<file path="src/rtl/rst_seq_ecp5.sv">
// -----------------------------------------------------------------------------
// rst_seq_ecp5 -- power-on / button reset sequencer
//
// Purpose:
//   Synchronizes the PLL lock flag and a bouncing reset button into clk_sys,
//   debounces the button, and steps through HOLD -> WAIT -> PERIPH -> RUN.
//   The peripheral reset is released first. The core reset follows later.
//   Any loss of lock, or an accepted button press, drops both resets at once.
//
// Ports:
//   clk_sys       in   system clock (the only clock)
//   rst_sys_n     in   synchronous active-low reset
//   pll_locked    in   PLL lock, asynchronous to clk_sys
//   ext_reset_n   in   board button, active-low, asynchronous, bouncing
//   cause_clr     in   clear sticky reset_cause (RST_SEQ_CAUSE_EN only)
//   rst_periph_n  out  registered active-low peripheral/bus reset
//   rst_core_n    out  registered active-low CPU core reset
//   seq_state     out  HOLD=0, WAIT=1, PERIPH=2, RUN=3
//   reset_cause   out  sticky {button, lock} cause of the last RUN exit
//                      (RST_SEQ_CAUSE_EN only)
//
// Optional feature macro: RST_SEQ_CAUSE_EN
// -----------------------------------------------------------------------------
module rst_seq_ecp5 #(
  parameter int SYNC_STAGES     = 2,
  parameter int DEBOUNCE_CYCLES = 1024,
  parameter int PERIPH_DELAY    = 16,
  parameter int CORE_DELAY      = 16
) (
  input  logic       clk_sys,
  input  logic       rst_sys_n,
  input  logic       pll_locked,
  input  logic       ext_reset_n,
`ifdef RST_SEQ_CAUSE_EN
  input  logic       cause_clr,
  output logic [1:0] reset_cause,
`endif
  output logic       rst_periph_n,
  output logic       rst_core_n,
  output logic [1:0] seq_state
);

  typedef enum logic [1:0] {
    ST_HOLD   = 2'd0,
    ST_WAIT   = 2'd1,
    ST_PERIPH = 2'd2,
    ST_RUN    = 2'd3
  } state_t;

  // The debounce counter only has to reach DEBOUNCE_CYCLES-1.
  localparam int DB_W = (DEBOUNCE_CYCLES > 2) ? $clog2(DEBOUNCE_CYCLES) : 1;
  localparam logic [DB_W-1:0] DB_LAST = DB_W'(DEBOUNCE_CYCLES - 1);
  localparam logic [DB_W-1:0] DB_ONE  = DB_W'(1);

  // The delay counter is shared by WAIT and PERIPH. It is sized for the longer delay.
  localparam int DLY_MAX = (PERIPH_DELAY > CORE_DELAY) ? PERIPH_DELAY : CORE_DELAY;
  localparam int DLY_W   = (DLY_MAX > 1) ? $clog2(DLY_MAX) : 1;
  localparam logic [DLY_W-1:0] PD_LAST = DLY_W'(PERIPH_DELAY - 1);
  localparam logic [DLY_W-1:0] CD_LAST = DLY_W'(CORE_DELAY - 1);
  localparam logic [DLY_W-1:0] DLY_ONE = DLY_W'(1);

  logic [SYNC_STAGES-1:0] r_lock_sync;
  logic [SYNC_STAGES-1:0] r_btn_sync;
  logic                   w_locked_s;
  logic                   w_btn_s;

  logic                   r_btn_db;
  logic [DB_W-1:0]        r_db_cnt;

  logic                   w_fault;
  state_t                 r_state;
  state_t                 w_state_nxt;
  logic [DLY_W-1:0]       r_dly;
  logic [DLY_W-1:0]       w_dly_nxt;

  logic                   r_periph_n;
  logic                   r_core_n;
  logic                   w_periph_n_nxt;
  logic                   w_core_n_nxt;

  assign w_locked_s = r_lock_sync[SYNC_STAGES-1];
  assign w_btn_s    = r_btn_sync[SYNC_STAGES-1];
  assign w_fault    = !w_locked_s || !r_btn_db;

  // Synchronizer chains for the two asynchronous inputs
  always_ff @(posedge clk_sys) begin
    if (!rst_sys_n) begin
      r_lock_sync <= {SYNC_STAGES{1'b0}};
      r_btn_sync  <= {SYNC_STAGES{1'b0}};
    end else begin
      r_lock_sync <= {r_lock_sync[SYNC_STAGES-2:0], pll_locked};
      r_btn_sync  <= {r_btn_sync[SYNC_STAGES-2:0], ext_reset_n};
    end
  end

  // Button debounce: accept a new level only after it has been stable for long enough
  always_ff @(posedge clk_sys) begin
    if (!rst_sys_n) begin
      r_btn_db <= 1'b0;
      r_db_cnt <= {DB_W{1'b0}};
    end else if (w_btn_s == r_btn_db) begin
      r_db_cnt <= {DB_W{1'b0}};
    end else if (r_db_cnt == DB_LAST) begin
      r_btn_db <= w_btn_s;
      r_db_cnt <= {DB_W{1'b0}};
    end else begin
      r_db_cnt <= r_db_cnt + DB_ONE;
    end
  end

  // Sequencer state register and shared delay counter
  always_ff @(posedge clk_sys) begin
    if (!rst_sys_n) begin
      r_state <= ST_HOLD;
      r_dly   <= {DLY_W{1'b0}};
    end else begin
      r_state <= w_state_nxt;
      r_dly   <= w_dly_nxt;
    end
  end

  // Next-state logic; a fault overrides every other transition
  always_comb begin
    w_state_nxt = r_state;
    w_dly_nxt   = {DLY_W{1'b0}};
    if (w_fault) begin
      w_state_nxt = ST_HOLD;
      w_dly_nxt   = {DLY_W{1'b0}};
    end else begin
      case (r_state)
        ST_HOLD: begin
          w_state_nxt = ST_WAIT;
          w_dly_nxt   = {DLY_W{1'b0}};
        end
        ST_WAIT: begin
          if (r_dly == PD_LAST) begin
            w_state_nxt = ST_PERIPH;
            w_dly_nxt   = {DLY_W{1'b0}};
          end else begin
            w_state_nxt = ST_WAIT;
            w_dly_nxt   = r_dly + DLY_ONE;
          end
        end
        ST_PERIPH: begin
          if (r_dly == CD_LAST) begin
            w_state_nxt = ST_RUN;
            w_dly_nxt   = {DLY_W{1'b0}};
          end else begin
            w_state_nxt = ST_PERIPH;
            w_dly_nxt   = r_dly + DLY_ONE;
          end
        end
        ST_RUN: begin
          w_state_nxt = ST_RUN;
          w_dly_nxt   = {DLY_W{1'b0}};
        end
        default: begin
          w_state_nxt = ST_HOLD;
          w_dly_nxt   = {DLY_W{1'b0}};
        end
      endcase
    end
  end

  // Output decode from the next state, so the registered resets move on the same edge as r_state
  always_comb begin
    w_periph_n_nxt = 1'b0;
    w_core_n_nxt   = 1'b0;
    case (w_state_nxt)
      ST_HOLD:   begin w_periph_n_nxt = 1'b0; w_core_n_nxt = 1'b0; end
      ST_WAIT:   begin w_periph_n_nxt = 1'b0; w_core_n_nxt = 1'b0; end
      ST_PERIPH: begin w_periph_n_nxt = 1'b1; w_core_n_nxt = 1'b0; end
      ST_RUN:    begin w_periph_n_nxt = 1'b1; w_core_n_nxt = 1'b1; end
      default:   begin w_periph_n_nxt = 1'b0; w_core_n_nxt = 1'b0; end
    endcase
  end

  // Registered reset outputs
  always_ff @(posedge clk_sys) begin
    if (!rst_sys_n) begin
      r_periph_n <= 1'b0;
      r_core_n   <= 1'b0;
    end else begin
      r_periph_n <= w_periph_n_nxt;
      r_core_n   <= w_core_n_nxt;
    end
  end

  assign rst_periph_n = r_periph_n;
  assign rst_core_n   = r_core_n;
  assign seq_state    = r_state;

`ifdef RST_SEQ_CAUSE_EN
  logic [1:0] r_cause;
  logic [1:0] w_cause_set;

  // Record why RUN was left: bit1 = button, bit0 = lock loss
  always_comb begin
    w_cause_set = 2'b00;
    if ((r_state == ST_RUN) && w_fault) begin
      w_cause_set = {!r_btn_db, !w_locked_s};
    end else begin
      w_cause_set = 2'b00;
    end
  end

  // Sticky cause register; a new cause on the clearing edge wins over the clear
  always_ff @(posedge clk_sys) begin
    if (!rst_sys_n) begin
      r_cause <= 2'b00;
    end else begin
      r_cause <= (cause_clr ? 2'b00 : r_cause) | w_cause_set;
    end
  end

  assign reset_cause = r_cause;
`endif

endmodule
</file>
<file path="config.mk">
export PLATFORM = sky130hd
export DESIGN_NAME = rst_seq_ecp5
export DESIGN_NICKNAME = d
export VERILOG_FILES = /design/src/rtl/rst_seq_ecp5.sv
export SDC_FILE = /design/constraint.sdc
export NUM_CORES = 1
export LEC_CHECK = 0
export ABC_AREA = 1
export BUFFER_PORTS_ARGS = -buffer_cell sky130_fd_sc_hd__buf_2
export CELL_PAD_IN_SITES_DETAIL_PLACEMENT = 2
export CELL_PAD_IN_SITES_GLOBAL_PLACEMENT = 2
export CORE_MARGIN = 2
export CORE_UTILIZATION = 33
export DETAILED_ROUTE_END_ITERATION = 10
export GPL_TIMING_DRIVEN = 0
export PLACE_DENSITY = 0.81
export SYNTH_ARGS = -nofsm -noshare
export SYNTH_HDL_FRONTEND = slang
export SYNTH_SLANG_ARGS = --single-unit
</file>
<file path="constraint.sdc">
create_clock -name clk_sys -period 1.9 [get_ports clk_sys]
set_clock_uncertainty 0.15 [all_clocks]
set_input_delay 0.38 -clock clk_sys [delete_from_list [all_inputs] [get_ports clk_sys]]
set_output_delay 0.38 -clock clk_sys [all_outputs]
set_load 0.05 [all_outputs]
</file>
==> results of run 1 <==
state kept, by name, indices dropped and copies added, names as in the netlist:
signal,cells
r_btn_db,1
r_btn_sync,2
r_db_cnt,10
r_dly,4
r_lock_sync,2
rst_core_n,1
rst_periph_n,1
seq_state,2
layer usage:
metal  track usage  routed length, µm
met5             0                  0
met4       0.07973                 52
met3       0.02041                 34
met2        0.2512               1044
met1        0.1429                764
cell usage after synthesis:
library cell and count:
nand3_2 1, nand3_1 6, nand4_2 1, ha_1 2
a21oi_1 3, inv_1 18, nor2_1 18, nand4_1 1
nand3b_1 2, o21ai_0 2, nor3_2 1, dfxtp_1 23
xor2_1 2, nor2_4 1, nand2_2 1, nand2_1 29
xnor2_1 3, nor2_2 3, and2_1 2
cells by family after synthesis:
logic type,after synthesis
simple gates,66
fa+ha+maj,2
buf+inv,18
compound gates,5
flops,23
xor+xnor,5
final cells by class:
| type | instances | share of cell area |
|---|---|---|
| Sequential cell | 23 | 0.4461 |
| Tap cell | 31 | 0.03758 |
| Inverter | 18 | 0.06545 |
| Clock inverter | 1 | 0.004848 |
| Timing Repair Buffer | 7 | 0.03394 |
| Clock buffer | 3 | 0.02182 |
| Multi-Input combinational cell | 78 | 0.3903 |
tightest hold or removal path: stages:
cell and delay, ns:
buf_2 0.08, nand2_1 0.05, inv_1 0.04
power by group:
| group | switching [mW] | internal, mW | leakage [nW] |
|---|---|---|---|
| registers | 0.00192 | 0.487 | 0.186 |
| clock network | 0.153 | 0.0789 | 0.0177 |
| logic | 0.00877 | 0.00487 | 0.235 |
| total | 0.164 | 0.571 | 0.438 |
per-stage QoR:
stage / total power [mW] / cell area, µm² / cells
after CTS: 0.7541 / 1032 / 161
final: 0.7344 / 1032 / 161
after floorplan: 0.5060 / 930.9 / 119
after global placement: 0.5120 / 1005 / 157
after detailed placement: 0.5136 / 1005 / 157
after global routing: 0.7634 / 1032 / 161
worst max path at each step:
stage	start	to	slack (ns)
after floorplan	seq_state[0]	seq_state[0]	0.58
after global placement	r_db_cnt[0]	r_db_cnt[5]	0.42
after detailed placement	r_db_cnt[0]	r_db_cnt[9]	0.37
after CTS	seq_state[1]	seq_state[1]	0.34
after global routing	r_db_cnt[0]	r_db_cnt[6]	0.23
final	seq_state[1]	seq_state[1]	0.36
==> run summary, run 1 <==
Outcome: finished, final reports clean
Worst path cell trace: buf_2
Initial Util: 0.3435
Worst stage delay on the critical path: 0.40 ns
Number of diodes: 0
Core Region: 2710 µm²
Final Wtd Congestion: 0.7198
Vias in the first global route: 809
First drt pass iteration count: 2
Mapped cell area: 930.9 µm²
# clock sinks: 23
Hold buffers post-CTS: 0
Crit path buf inv count: 1
First-pass GRT wire length: 3.353 mm
Finished Core Util: 0.3809
Final hold slack: 0.09585 ns
Register area: 460.4 µm²
Startpoint Class: flip-flop
Cell family with most CP delay: flip-flops
Detailed-route via count: 752
Syn. warnings: 0
R2R cell count: 6
Detailed Route WL: 1.895 mm
Worst path required time: 1.37 ns
Post-synthesis sequential area ratio: 0.4946
Post-CTS sizing: 0
R2R Path Start: r_db_cnt[0]
Fmax: 650.9 MHz
Commonest non-fill, non-tap cell in the layout: nand2_1
Post-synthesis compound-gate area fraction: 0.02688
Clk Latency, worst-skew pair: 0.32 ns
Synth area leader: dfxtp_1
Layout area overhead: 10.89%
Io pins: 8
Post-Synth Adder-Cell Area: 0.02688
Library cells used by synthesis: 19
Area contributors post-synth: dfxtp_1, nand2_1, inv_1
Worst Hold Class: in2reg
CTS H-tree lvls: 1
Worst Slack Setup Final: 0.3636 ns
Place WS: 0.3652 ns
Crit-path slowest cell: dfxtp_1
DRT antenna net count: 0
GRT overflow: 0
Multiplexer share of the synthesized area: 0
Layout Nets: 137
Hold Violations, Final: 0
# rows: 19
CP Max Fanout: 4
Largest family of logic cells by synthesized area: simple AND/OR/NAND/NOR gates
Register bit total from synthesis: 23
Post-Syn Nets: 125
Gr usage total: 0.1353
Critical Path End Type: output port
Postcts setup bufs: 0
Port Buffers: 7
Hold EP: r_lock_sync[0]
Routed len/inst: 11.77 µm
CP Class: reg2out
Worst r2r dst: r_db_cnt[5]
Max VDD drop: 0.4361 mV
Yosys top cell area share: 0.4946
Die area: 3262 µm²
PD cells: 711.5 nW/µm²
Commonest non-fill, non-tap cells in the layout: nand2_1, dfxtp_1, inv_1, nor2_1, buf_2
Hold Crit Depth: 3
# fillers: 328
Max Cap Violations: 0
Slew headroom: 0.7899
Root buffer cell: clkbuf_4
DR DRC count: 0
Final Critical Period: 1.536 ns
Fin. max-slew vios: 0
Slew at the pin with the worst max-slew slack: 0.3119 ns
Multi-input combinational cell area: 402.9 µm²
Mean Syn Cell Area: 7.823 µm²
Setup-failing EPs final: 0
R2R setup slack: 0.39 ns
LEAKAGE: 0.4384 nW
Die height: 57.11 µm
Largest net degree at the start of global routing: 14
Critical Path AT: 1.01 ns
Layout cells sized above 1: 0.1462
Die Wd: 57.11 µm
RSZ-0062 raised after global routing: false
Clock tree buffer depth: 2
Total CTS buffers: 3
Simple-gate share of the synthesized area: 0.3320
Post-Syn Instances: 119
Worst-path clk slew: 0.13 ns
CP Depth: 1
Initial antenna violation count: 0
CTS tree: built
Sum of negative setup slack: 0 ns
Initial DRC Count: 26
Detailed Place HPWL: 1.529 mm
Drt via density: 4.671
Post-synthesis xor/xnor area fraction: 0.04704
Hold path start: pll_locked
Crit share post-route: 0.8087
No activity file was read; power rests on OpenSTA's default activity.
==> run 2: changes to the inputs <==
==> config.mk (replaced) <==
export PLATFORM = sky130hd
export DESIGN_NAME = rst_seq_ecp5
export DESIGN_NICKNAME = d
export VERILOG_FILES = /design/src/rtl/rst_seq_ecp5.sv
export SDC_FILE = /design/constraint.sdc
export NUM_CORES = 1
export LEC_CHECK = 0
export ABC_AREA = 0
export BUFFER_PORTS_ARGS = -buffer_cell sky130_fd_sc_hd__buf_2
export CELL_PAD_IN_SITES_DETAIL_PLACEMENT = 2
export CELL_PAD_IN_SITES_GLOBAL_PLACEMENT = 2
export CORE_MARGIN = 2
export CORE_UTILIZATION = 35
export DETAILED_ROUTE_END_ITERATION = 10
export GPL_TIMING_DRIVEN = 0
export PLACE_DENSITY = 0.8
export SYNTH_ARGS = -nofsm -noshare
export SYNTH_HDL_FRONTEND = slang
export SYNTH_SLANG_ARGS = --single-unit
==> constraint.sdc (replaced) <==
create_clock -name clk_sys -period 1.6 [get_ports clk_sys]
set_clock_uncertainty 0.15 [all_clocks]
set_input_delay 0.32 -clock clk_sys [delete_from_list [all_inputs] [get_ports clk_sys]]
set_output_delay 0.32 -clock clk_sys [all_outputs]
set_load 0.05 [all_outputs]
==> run 2 against run 1 <==
Against the previous run:
- cell count is 17% lower
- sequential cell count stayed put
- total power is 18% higher
==> run summary, run 2 <==
Final Critical Period: 1.533 ns
Gate power share: 0.022 (+0.003)
Detailed-route via count: 733 (-2.5%)
Synth area leader: dfxtp_1
Syn. warnings: 0 (unchanged)
Die height: 54.74 µm (-4.2%)
Met3 routed WL: 50 µm (+47%)
Largest register FFs: 10 (unchanged)
Startpoint Class: flip-flop
P_int: 0.6837 mW (+20%)
Layout cells sized above 1: 0.1731 (+0.02692)
Area contributors post-synth: dfxtp_1, nand3_1, nor2_1
Initial DRC Count: 3 (-88%)
First-pass GRT wire length: 3.567 mm (+6.4%)
CP Max Fanout: 5 (+1)
Setup-failing EPs final: 0 (unchanged)
Multi-input combinational cell area: 456.7 µm² (+13%)
Worst stage delay on the critical path: 0.43 ns (+0.03 ns)
Critical Path AT: 1.59 ns (+0.58 ns)
Drt via density: 5.470 (+17%)
Top cell types by occurrence after synthesis: dfxtp_1, nor2_1, nand3_1
DR DRC count: 0 (unchanged)
Most used DFF post-synth: dfxtp_1
Worst Hold Class: in2reg
Finished Layout Cells: 134 (-17%)
Inst Count DP: 130 (-17%)
Layout Nets: 111 (-19%)
Slew headroom: 0.7160 (-0.07390)
Register bit total from synthesis: 23 (unchanged)
Post-Syn Nets: 99 (-21%)
Commonest non-fill, non-tap cells in the layout: dfxtp_1, nor2_1, buf_2
# rows: 18 (-1)
Final hold slack: 0.06658 ns (-0.02927 ns)
Clock tree buffer depth: 2 (unchanged)
Worst path cell trace: ha_4, nand3_2, o311ai_4, nor2_1
Count leader, synth: dfxtp_1
Top sig layer: met4
Clk Latency, worst-skew pair: 0.31 ns (about the same)
CTS H-tree lvls: 1 (unchanged)
Number of diodes: 0 (unchanged)
First drt pass iteration count: 4 (+2)
Initial Util: 0.3670 (+0.02348)
RSZ-0062 raised after global routing: false
Port Buffers: 7 (unchanged)
Asr flop ratio synth: 0 (unchanged)
Fmax: 652.5 MHz
PD cells: 834.7 nW/µm² (+17%)
Final Wtd Congestion: 0.7064 (-1.9%)
Routed len/inst: 15.14 µm (+29%)
Hold Violations, Final: 0 (unchanged)
Gr usage total: 0.1713 (+0.03600)
Outcome: finished, final reports clean
Post-synth EDFFs: 0 (unchanged)
CTS tree: built
CP Class: reg2reg
Die area: 2996 µm² (-8.1%)
Layout area overhead: 15.56%
Crit path buf inv count: 0 (-1)
Post-synthesis sequential area ratio: 0.5111 (+0.01649)
Seq pwr share: 0.669 (+0.004)
Largest registers: r_db_cnt (10), r_dly (4)
Postcts setup bufs: 0 (unchanged)
Register area: 461.7 µm² (+0.27%)
Mean Syn Cell Area: 9.687 µm² (+24%)
Max VDD drop: 0.4853 mV (+11%)
Mapped cell area: 900.9 µm² (-3.2%)
Sw Share: 0.2131 (-0.01002)
Worst path required time: 1.66 ns (+0.29 ns)
Sum of negative setup slack: 0 ns (unchanged)
Largest net degree at the start of global routing: 13 (-1)
Core Region: 2455 µm² (-9.4%)
GRT overflow: 0 (unchanged)
Root buffer cell: clkbuf_4
Met2 wire length: 1.044 mm (unchanged)
Detailed Place HPWL: 1.468 mm (-4.0%)
Clk pwr share: 0.310 (-0.006)
Cell family with most CP delay: flip-flops
Die Wd: 54.74 µm (-4.2%)
Total CTS buffers: 3 (unchanged)
Crit share post-route: 0.9578
# fillers: 275 (-16%)
Vias in the first global route: 766 (-5.3%)
Slew at the pin with the worst max-slew slack: 0.4260 ns (+0.1141 ns)
DRT antenna net count: 0 (unchanged)
Worst-path clk slew: 0.12 ns (about the same)
Post-Syn Instances: 93 (-22%)
Initial antenna violation count: 0 (unchanged)
Detailed Route WL: 2.029 mm (+7.1%)
Fin. max-slew vios: 0 (unchanged)
# clock sinks: 23 (unchanged)
Crit-path slowest cell: dfxtp_1
Io pins: 8 (unchanged)
LEAKAGE: 0.3528 nW (-20%)
Most flops, register: r_db_cnt
Yosys top cell area share: 0.5111 (+0.01649)
Psw: 0.1852 mW (+13%)
Commonest non-fill, non-tap cell in the layout: dfxtp_1
Critical Path End Type: flip-flop
WL met1: 886 µm (+16%)
Max Cap Violations: 0 (unchanged)
Library cells used by synthesis: 27 (+8)
## run 2: changes by cell type in the layout (fill, tap and decap cells not counted), moves of 3 or more
| cell | change |
|---|---|
| inv_1 | -14 |
| nor2_2 | -3 |
| or3_1 | +3 |
| nand2_1 | -24 |
| nor2_1 | -8 |
| and2_1 | +3 |
## run 2: final cells by class
type,instances,share of cell area
plain buffers,2,0.008413
inverters,4,0.01442
clock buffers,4,0.02524
flip-flops and latches,23,0.4435
well taps,30,0.03606
multi-input cells,64,0.4387
repair buffers,7,0.03365
## run 2: power groups by stage
stage | Combinational, mW | Sequential [mW] | Clock, mW
after floorplan | 0.00992 | 0.592 | 0
after global placement | 0.0154 | 0.593 | 0
after detailed placement | 0.0169 | 0.593 | 0
after CTS | 0.0187 | 0.581 | 0.281
after global routing | 0.0216 | 0.582 | 0.306
final | 0.0187 | 0.581 | 0.269
## run 2: cell families (layout without fill, tap and decap cells)
group                    after synthesis  in the layout  share of synthesized area
buffers and inverters                  6             17                    0.02637
adder cells (fa/ha/maj)                2              2                    0.02777
XOR/XNOR                               7              7                    0.06806
AO/OA/AOI/OAI                         19             19                     0.1514
flip-flops                            23             23                     0.5111
AND/OR/NAND/NOR                       36             36                     0.2153
## run 2: per-layer routing
| layer | GRT usage | vias to the layer above |
|---|---|---|
| met4 | 0.08750 | 0 |
| met3 | 0.02459 | 5 |
| met5 | 0 | - |
| met2 | 0.3056 | 11 |
| li1 | - | 357 |
| met1 | 0.1953 | 360 |
## run 2: final timing paths
kind	startpoint	endpoint	slack, ns	cells after the start
worst max-delay path	r_db_cnt[1]	r_db_cnt[3]	0.07	4
worst min-delay path	ext_reset_n	r_btn_sync[0]	0.07	2
worst max register to register	r_db_cnt[1]	r_db_cnt[3]	0.07	4
worst min register to register	r_btn_sync[0]	r_btn_sync[1]	0.30	1
## run 2: repair_timing
item / 4_1_cts / 5_1_grt
hold buffers: 0 / 0
endpoints found under the setup margin: 5 / 5
gates resized for setup: 4 / 3
gates cloned: 0 / 0
pin swaps: 1 / 0
## run 2: per-stage QoR
step,total power [mW],worst slack (ns),instance area [µm²],util
after floorplan,0.6023,0.1714,900.9,-
after global placement,0.6081,-0.05204,973.4,0.3965
after detailed placement,0.6103,-0.08101,973.4,0.3965
after CTS,0.8805,0.03617,1027,0.4185
after global routing,0.9095,0.01156,1041,0.4241
final,0.8689,0.06749,1041,0.4241
==> run 3: changes to the inputs <==
--- a/config.mk
+++ b/config.mk
@@ -10,10 +10,10 @@
 export CELL_PAD_IN_SITES_DETAIL_PLACEMENT = 2
 export CELL_PAD_IN_SITES_GLOBAL_PLACEMENT = 2
 export CORE_MARGIN = 2
-export CORE_UTILIZATION = 35
+export CORE_UTILIZATION = 38
 export DETAILED_ROUTE_END_ITERATION = 10
 export GPL_TIMING_DRIVEN = 0
-export PLACE_DENSITY = 0.8
+export PLACE_DENSITY = 0.85
 export SYNTH_ARGS = -nofsm -noshare
 export SYNTH_HDL_FRONTEND = slang
 export SYNTH_SLANG_ARGS = --single-unit
==> constraint.sdc (replaced) <==
create_clock -name clk_sys -period 1.9 [get_ports clk_sys]
set_clock_uncertainty 0.15 [all_clocks]
set_input_delay 0.38 -clock clk_sys [delete_from_list [all_inputs] [get_ports clk_sys]]
set_output_delay 0.38 -clock clk_sys [all_outputs]
set_load 0.05 [all_outputs]
==> run 3 against run 2 <==
Against the previous run:
- clock power down 16%
- critical path depth unchanged
- core utilization up 2.2 points
- largest power group unchanged
- register-to-register slack better by 0.15 ns
- sequential power down 16%
- via count down 3.4%
- global-route usage down 1.6 points
- clock-buffer cell count unchanged
- largest cell class unchanged
- combinational power down 26%
- first-iteration DRC count unchanged
- sequential share of layout area up 1.8 points
==> run summary, run 3 (same netlist as run 2, synthesis figures left out) <==
Max Cap Violations: 0 (unchanged)
CTS tree: built
R2R setup slack: 0.22 ns (+0.15 ns)
PnR Total Power: 0.7298 mW (-16%)
Slew headroom: 0.6958 (-0.02018)
Worst Hold Class: in2reg
Commonest non-fill, non-tap cells in the layout: dfxtp_1, nor2_1, buf_2, nand3_1
Die area: 2776 µm² (-7.3%)
Detailed Place HPWL: 1.433 mm (-2.3%)
Most flops, register: r_db_cnt
LEAKAGE: 0.3521 nW (-0.19%)
Worst-path clk slew: 0.13 ns (about the same)
Final Critical Period: 1.683 ns (+0.1508 ns)
Core Region: 2233 µm² (-9.0%)
DR DRC count: 0 (unchanged)
Hold path start: ext_reset_n
Hold Violations, Final: 0 (unchanged)
Fin. max-slew vios: 0 (unchanged)
Hold buffers post-CTS: 0 (unchanged)
Worst path required time: 1.94 ns (+0.28 ns)
Final instance area: 997.2 µm² (-4.2%)
CTS H-tree lvls: 1 (unchanged)
Largest registers: r_db_cnt (10), r_dly (4)
Layout area overhead: 10.69%
Routed len/inst: 13.98 µm (-7.6%)
Critical Path End Type: flip-flop
Initial DRC Count: 3 (unchanged)
Number of diodes: 0 (unchanged)
Commonest non-fill, non-tap cell in the layout: dfxtp_1
Largest register FFs: 10 (unchanged)
Outcome: finished, final reports clean
Initial antenna violation count: 0 (unchanged)
Detailed-route via count: 708 (-3.4%)
Io pins: 8 (unchanged)
GRT overflow: 0 (unchanged)
Fmax: 594.1 MHz (-9.0%)
Root buffer cell: clkbuf_4
Hold EP: r_btn_sync[0]
Detailed Route WL: 1.846 mm (-9.0%)
Gr usage total: 0.1556 (-0.01568)
CP Class: reg2reg
R2R cell count: 4 (unchanged)
Post-CTS sizing: 0 (-4)
RSZ-0062 raised after global routing: false
Layout Nets: 111 (unchanged)
# rows: 17 (-1)
Drt via density: 5.364 (-1.9%)
Vias in the first global route: 728 (-5.0%)
Finished Layout Cells: 132 (-1.5%)
Setup-failing EPs final: 0 (unchanged)
Initial Util: 0.4034 (+0.03639)
Placed Area: 970.9 µm² (-0.26%)
Largest net degree at the start of global routing: 13 (unchanged)
Crit share post-route: 0.8859 (-0.07189)
Startpoint Class: flip-flop
Die height: 52.69 µm (-3.7%)
Final Wtd Congestion: 0.7506 (+6.3%)
Sum of negative setup slack: 0 ns (unchanged)
Max VDD drop: 0.3126 mV (-36%)
Worst r2r dst: r_db_cnt[3]
CP Max Fanout: 5 (unchanged)
Inst Count DP: 128 (-1.5%)
Critical Path AT: 1.73 ns (+0.14 ns)
# clock sinks: 23 (unchanged)
R2R Path Start: r_db_cnt[0]
Clk Latency, worst-skew pair: 0.31 ns (about the same)
Slew at the pin with the worst max-slew slack: 0.4555 ns (+0.02953 ns)
# fillers: 246 (-11%)
Finished Core Util: 0.4465 (+0.02244)
First drt pass iteration count: 2 (-2)
Clock tree buffer depth: 2 (unchanged)
Total CTS buffers: 3 (unchanged)
First-pass GRT wire length: 3.180 mm (-11%)
DRT antenna net count: 0 (unchanged)
PD cells: 731.8 nW/µm² (-12%)
Hold Crit Depth: 2 (unchanged)
Die Wd: 52.69 µm (-3.7%)
Port Buffers: 7 (unchanged)
Postcts setup bufs: 0 (unchanged)
Layout cells sized above 1: 0.1250 (-0.04808)
## run 3: worst max path at each step
stage          slack, ns    startpoint          end  depth (start not counted)
3_5_place_dp        0.23   r_db_cnt[0]  r_db_cnt[5]                          4
3_3_place_gp        0.26   r_db_cnt[0]  r_db_cnt[3]                          4
6_report            0.22   r_db_cnt[0]  r_db_cnt[3]                          4
4_1_cts             0.20   r_db_cnt[0]  r_db_cnt[3]                          4
5_1_grt             0.08   r_db_cnt[0]  r_db_cnt[5]                          4
2_1_floorplan       0.47  seq_state[1]     r_dly[2]                          3
## run 3: per-stage QoR
stage | setup slack, ns | hold WS (ns)
after global placement | 0.2618 | 0.2714
final | 0.2167 | 0.1312
after floorplan | 0.4714 | 0.2619
after global routing | 0.08320 | 0.1204
after CTS | 0.1979 | 0.1257
after detailed placement | 0.2313 | 0.2764
## run 3: layout make-up
cell class	count	area [µm²]	share of cell area
clock buffer	4	26.28	0.02635
multi-input combinational	64	416.7	0.4178
sequential	23	460.4	0.4617
tap	28	35.03	0.03513
buffer	2	8.758	0.008783
timing repair buffer	7	35.03	0.03513
inverter	4	15.01	0.01506
## run 3: report_power, final
group	switching (mW)	internal [mW]	leakage [nW]	total, mW
Sequential	0.00195	0.487	0.186	0.489
Clock	0.145	0.0818	0.0150	0.227
Combinational	0.00797	0.00596	0.151	0.0139
Total	0.155	0.575	0.352	0.730
## run 3: routing by layer
metal	wire, µm	GRT usage	share of wire
met1	902	0.1891	0.49
met2	893	0.2688	0.48
met3	40	0.02571	0.022
met4	9	0.06410	0.0049
met5	0	0	0
## run 3: critical path: stages, from the launching register on
cell and delay, ns:
dfxtp_1 0.41, ha_1 0.28, nand3_1 0.20, o311ai_2 0.45
nor2_1 0.09
